`src/rtl/bus_init_pkg.sv`:
```
// Shared types for the bus initiator: FSM state encoding and timeout counter width.
package bus_init_pkg;

    localparam int unsigned CNT_W = 8;

    typedef enum logic [1:0] {
        IDLE = 2'd0,
        REQ  = 2'd1,
        RSP  = 2'd2
    } state_e;

endpackage

```
`src/rtl/bus_init_timer.sv`:
```
// REQ wait counter; expired is high during the TIMEOUT-th enabled cycle after clear.
module bus_init_timer
    import bus_init_pkg::*;
#(
    parameter int unsigned TIMEOUT = 15
) (
    input  logic clock,
    input  logic reset_n,
    input  logic clear,
    input  logic enable,
    output logic expired
);

    localparam logic [CNT_W-1:0] LAST = CNT_W'(TIMEOUT - 1);

    logic [CNT_W-1:0] cnt;
    logic [CNT_W-1:0] cnt_nxt;

    // Saturate once expired so a stalled FSM can never wrap the count.
    always_comb begin
        cnt_nxt = cnt;
        if (clear) begin
            cnt_nxt = '0;
        end else if (enable && !expired) begin
            cnt_nxt = cnt + CNT_W'(1);
        end
    end

    always_ff @(posedge clock or negedge reset_n) begin
        if (!reset_n) begin
            cnt     <= '0;
            expired <= 1'b0;
        end else if (clear || enable) begin
            cnt     <= cnt_nxt;
            expired <= (cnt_nxt == LAST);
        end
    end

endmodule

```
`src/rtl/bus_initiator.sv`:
```
// Single-outstanding bus initiator: command in, one responder request, held response out.
// Optional responder timeout with error response when BUS_INIT_TIMEOUT_EN is defined.
module bus_initiator
    import bus_init_pkg::*;
#(
    parameter int unsigned ADDR_W  = 4,
    parameter int unsigned DATA_W  = 4,
    parameter int unsigned TIMEOUT = 15
) (
    input  logic              clock,
    input  logic              reset_n,
    input  logic              cmd_valid,
    output logic              cmd_ready,
    input  logic [ADDR_W-1:0] cmd_addr,
    input  logic [DATA_W-1:0] cmd_wdata,
    output logic [ADDR_W-1:0] addr,
    output logic [DATA_W-1:0] wdata,
    output logic              valid,
    input  logic [DATA_W-1:0] rdata,
    input  logic              ready,
    output logic              rsp_valid,
    output logic [DATA_W-1:0] rsp_data,
    input  logic              rsp_ready
`ifdef BUS_INIT_TIMEOUT_EN
    ,
    output logic              rsp_err
`endif
);

    if (TIMEOUT < 1 || TIMEOUT > 255) begin : g_bad_timeout
        $error("bus_initiator: TIMEOUT must be in 1..255");
    end

    state_e state;
    state_e state_nxt;
    logic   accept;
    logic   capture;
`ifdef BUS_INIT_TIMEOUT_EN
    logic   expired;
    logic   timeout_hit;
`endif

    assign accept = cmd_valid && cmd_ready;

`ifdef BUS_INIT_TIMEOUT_EN
    bus_init_timer #(
        .TIMEOUT (TIMEOUT)
    ) u_timer (
        .clock   (clock),
        .reset_n (reset_n),
        .clear   (accept),
        .enable  (state == REQ),
        .expired (expired)
    );
`endif

    // Next state; ready wins over a same-cycle timeout expiry.
    always_comb begin
        state_nxt   = state;
        capture     = 1'b0;
`ifdef BUS_INIT_TIMEOUT_EN
        timeout_hit = 1'b0;
`endif
        case (state)
            IDLE: begin
                if (accept) begin
                    state_nxt = REQ;
                end
            end
            REQ: begin
                if (ready) begin
                    state_nxt = RSP;
                    capture   = 1'b1;
`ifdef BUS_INIT_TIMEOUT_EN
                end else if (expired) begin
                    state_nxt   = RSP;
                    timeout_hit = 1'b1;
`endif
                end
            end
            RSP: begin
                if (rsp_ready) begin
                    state_nxt = IDLE;
                end
            end
            default: state_nxt = IDLE;
        endcase
    end

    // Handshake outputs are registered copies of the next-state decode.
    always_ff @(posedge clock or negedge reset_n) begin
        if (!reset_n) begin
            state     <= IDLE;
            cmd_ready <= 1'b1;
            valid     <= 1'b0;
            rsp_valid <= 1'b0;
        end else begin
            state     <= state_nxt;
            cmd_ready <= (state_nxt == IDLE);
            valid     <= (state_nxt == REQ);
            rsp_valid <= (state_nxt == RSP);
        end
    end

    always_ff @(posedge clock or negedge reset_n) begin
        if (!reset_n) begin
            addr  <= '0;
            wdata <= '0;
        end else if (accept) begin
            addr  <= cmd_addr;
            wdata <= cmd_wdata;
        end
    end

    always_ff @(posedge clock or negedge reset_n) begin
        if (!reset_n) begin
            rsp_data <= '0;
        end else if (capture) begin
            rsp_data <= rdata;
`ifdef BUS_INIT_TIMEOUT_EN
        end else if (timeout_hit) begin
            rsp_data <= '0;
`endif
        end
    end

`ifdef BUS_INIT_TIMEOUT_EN
    always_ff @(posedge clock or negedge reset_n) begin
        if (!reset_n) begin
            rsp_err <= 1'b0;
        end else if (capture || timeout_hit) begin
            rsp_err <= timeout_hit;
        end
    end
`endif

endmodule

```
`config.mk`:
```
export PLATFORM = sky130hd
export DESIGN_NAME = bus_initiator
export DESIGN_NICKNAME = d
export VERILOG_FILES = /design/src/rtl/bus_init_pkg.sv /design/src/rtl/bus_init_timer.sv /design/src/rtl/bus_initiator.sv
export SDC_FILE = /design/constraint.sdc
export NUM_CORES = 1
export LEC_CHECK = 0
export CAP_MARGIN = 10
export CELL_PAD_IN_SITES_DETAIL_PLACEMENT = 0
export CELL_PAD_IN_SITES_GLOBAL_PLACEMENT = 1
export CORE_UTILIZATION = 30
export DETAILED_ROUTE_END_ITERATION = 16
export GPL_TIMING_DRIVEN = 0
export PLACE_DENSITY_LB_ADDON = 0.15
export SETUP_SLACK_MARGIN = 0.5
export SYNTH_ARGS = -nofsm -noshare
export SYNTH_HDL_FRONTEND = slang
export SYNTH_SLANG_ARGS = --single-unit
export TNS_END_PERCENT = 100
```
`constraint.sdc`:
```
create_clock -name clock -period 1.3 [get_ports clock]
set_clock_uncertainty 0.1 [all_clocks]
set_input_delay 0.26 -clock clock [delete_from_list [all_inputs] [get_ports clock]]
set_output_delay 0.26 -clock clock [all_outputs]
set_load 0.005 [all_outputs]
```
==> flow_summary.toml <==
[status]
outcome = "finished with violations"
violations = "negative hold slack, negative setup slack"

[placement]
placed_cells = 98
gp_congestion = 0.654
dpl.hpwl_um = 925
post-place-ws_ns = -0.194
io_buffer_count = 31
dpl_cell_area_um2 = 1010

[worst_setup_path]
critical_path_arrival_ns = 0.95
cp.required_ns = 0.94
critical_path_class = "flop to output port"
crit_chain = "buf_6"
slowest_stage = "dfstp_2"
crit_fanout = 2
critical_path_buf_inv_count = 1
slowest_delay_ns = 0.57
cp-start-kind = "flop"
path_delay_family = "flip-flops"
end_kind = "output port"

[min_path]
hp-class = "input pin to asynchronous set/reset pin"

[synthesis]
synth_cells = 40
avgSynthCellArea_um2 = 16.4
yosys_warnings = 0
synthDistinctLibCells = 11
syn_nets = 57
syn_area_um2 = 657
synth-seq-cells = 17
ys_seq_area_share_pct = 65.0

[power]
p_leak_nw = 0.565
vdd_drop_max_uv = 1240
p_per_area_nw_per_um2 = 2240

[global_route]
grt_pass1_vias = 538
grt_pass1_wl_um = 2490
grt.overflow.total = 0
grt_max_degree = 18
grt_usage_pct = 13.7
antenna_found_initial = 0

[finish]
final_common_cell = "dfrtp_1"
multi_input_area_um2 = 285
postLayoutCellArea_um2 = 1120
most-common-layout-cells = "15 x dfrtp_1, 14 x clkdlybuf4s50_1, 14 x buf_2, 12 x mux2_4, 10 x buf_4"
antenna_cells = 0
stdcell_count = 115
regArea_um2 = 428
final_util_pct = 55.9
fillers = 176
syn_to_final_growth_pct = 70.3
nets = 106
drive_gt1_share_pct = 59.1

[clock_network]
cts_root_buf = "clkbuf_4"
numCtsBuffers = 3
tritoncts = "done"
path_clk_slew_ns = 0.10
cts.sinks = 17
cts_max_level = 1
cts_max_path_buffers = 2
cts.hold.buffers_added = 0
insertion_delay_ns = 0.29

[sta]
layout_min_cycle_time_ns = 1.31
fin_ws_ns = -0.0130
fin_crit_sh_pct = 101
fmax_ghz = 0.762
hold_ws_ns = -0.217
slew_headroom_pct = 71.1
slew_viol_final = 0
finalHoldViolCount = 16
worst_pin_slew_ns = 0.433
setup_viol = 1
rsz0062_at_grt = "yes"

[job]
cap_violations = 0

[floorplanning]
die_area_um2 = 2380
die_h_um = 48.8
core_um2 = 2000
core.rowCount = 16
initial_core_util_pct = 32.8
io_pins = 32
die_w_um = 48.8

[detailed_routing]
wl_per_cell_um = 13.4
postRouteAntennaNets = 0
via_per_inst = 4.37
drt-pass1-iter-count = 4
drtIter0Drc = 6
drcViolationCount = 0
num_vias = 503
wl_um = 1540
## routing by layer
metal | vias to the layer above | GRT usage [%] | share of wire, %
li1 | 239 | - | -
met2 | 23 | 22.0 | 44
met3 | 0 | 6.54 | 9.4
met4 | 0 | 1.47 | 0
met5 | - | 0 | 0
met1 | 241 | 17.2 | 46
## cell type report
class / instances / share of cell area (%)
well taps: 27 / 3.02
clock buffers: 3 / 2.01
multi-input cells: 23 / 25.5
repair buffers: 44 / 30.8
clock inverters: 1 / 0.447
flip-flops and latches: 17 / 38.3
## worst register-to-register path, cell delays in order, from the launching register on
cell and delay (ns):
dfstp_2 0.57, buf_6 0.12, nand2_8 0.08, mux2_4 0.31
## metrics by stage
step,power [W],setup TNS (ns)
floorplan,0.00136,0
global placement,0.00193,-3.56
detailed placement,0.00195,-3.70
CTS,0.00220,-0.00693
global route,0.00268,-0.188
finish,0.00250,-0.0130
## timing repair
item	in CTS	in global routing
hold endpoints to repair	0	16
pin swaps	1	2
setup buffers	8	5
gates resized for setup	64	14
endpoints found under the setup margin	49	38
## power by group
| group | switching (W) | leakage [nW] | internal [W] | total (W) |
|---|---|---|---|---|
| registers | 0.000137 | 0.202 | 0.000806 | 0.000943 |
| clock network | 0.000171 | 0.0177 | 0.000115 | 0.000285 |
| logic | 0.000433 | 0.345 | 0.000844 | 0.00128 |
## flip-flops by register name, indices dropped and copies added, names as in the netlist
| name | count |
|---|---|
| addr | 4 |
| state | 2 |
| valid | 1 |
| rsp_data | 4 |
| cmd_ready | 1 |
| wdata | 4 |
| rsp_valid | 1 |
## Yosys cell counts
library cell / count / area [um^2]
nand2_2: 1 / 6.26
nand3b_1: 1 / 7.51
dfstp_2: 1 / 26.3
mux2_4: 4 / 60.1
o22a_1: 1 / 8.76
dfrtp_1: 16 / 400
o21ai_0: 2 / 10.0
a21oi_1: 3 / 15.0
nand3b_4: 1 / 20.0
nand2b_1: 2 / 12.5
mux2_1: 8 / 90.1
## logic make-up (layout without fill, tap and decap cells)
kind of cell           Yosys count  in the layout  synth area share [%]
buffers and inverters            0             48                     0
AND/OR/NAND/NOR                  5              5                  7.05
AO/OA/AOI/OAI                    6              6                  5.14
multiplexers                    12             12                  22.9
flip-flops                      17             17                  65.0
## path summary, 6_finish.rpt
kind / from / endpoint / slack (ns) / cells after the start
worst min register to register: wdata[0]$_DFFE_PN0P_ / wdata[0]$_DFFE_PN0P_ / 0.41 / 1
min in group clock: ready / valid$_DFF_PN0_ / 0.40 / 3
max in group asynchronous: reset_n / cmd_ready$_DFF_PN1_ / 0.98 / 1
worst min-delay path: reset_n / wdata[1]$_DFFE_PN0P_ / -0.22 / 1
worst max register to register: cmd_ready$_DFF_PN1_ / addr[2]$_DFFE_PN0P_ / 0 / 3
worst max-delay path: cmd_ready$_DFF_PN1_ / cmd_ready / -0.01 / 1
Note: power is estimated with default switching activity, not from simulation.
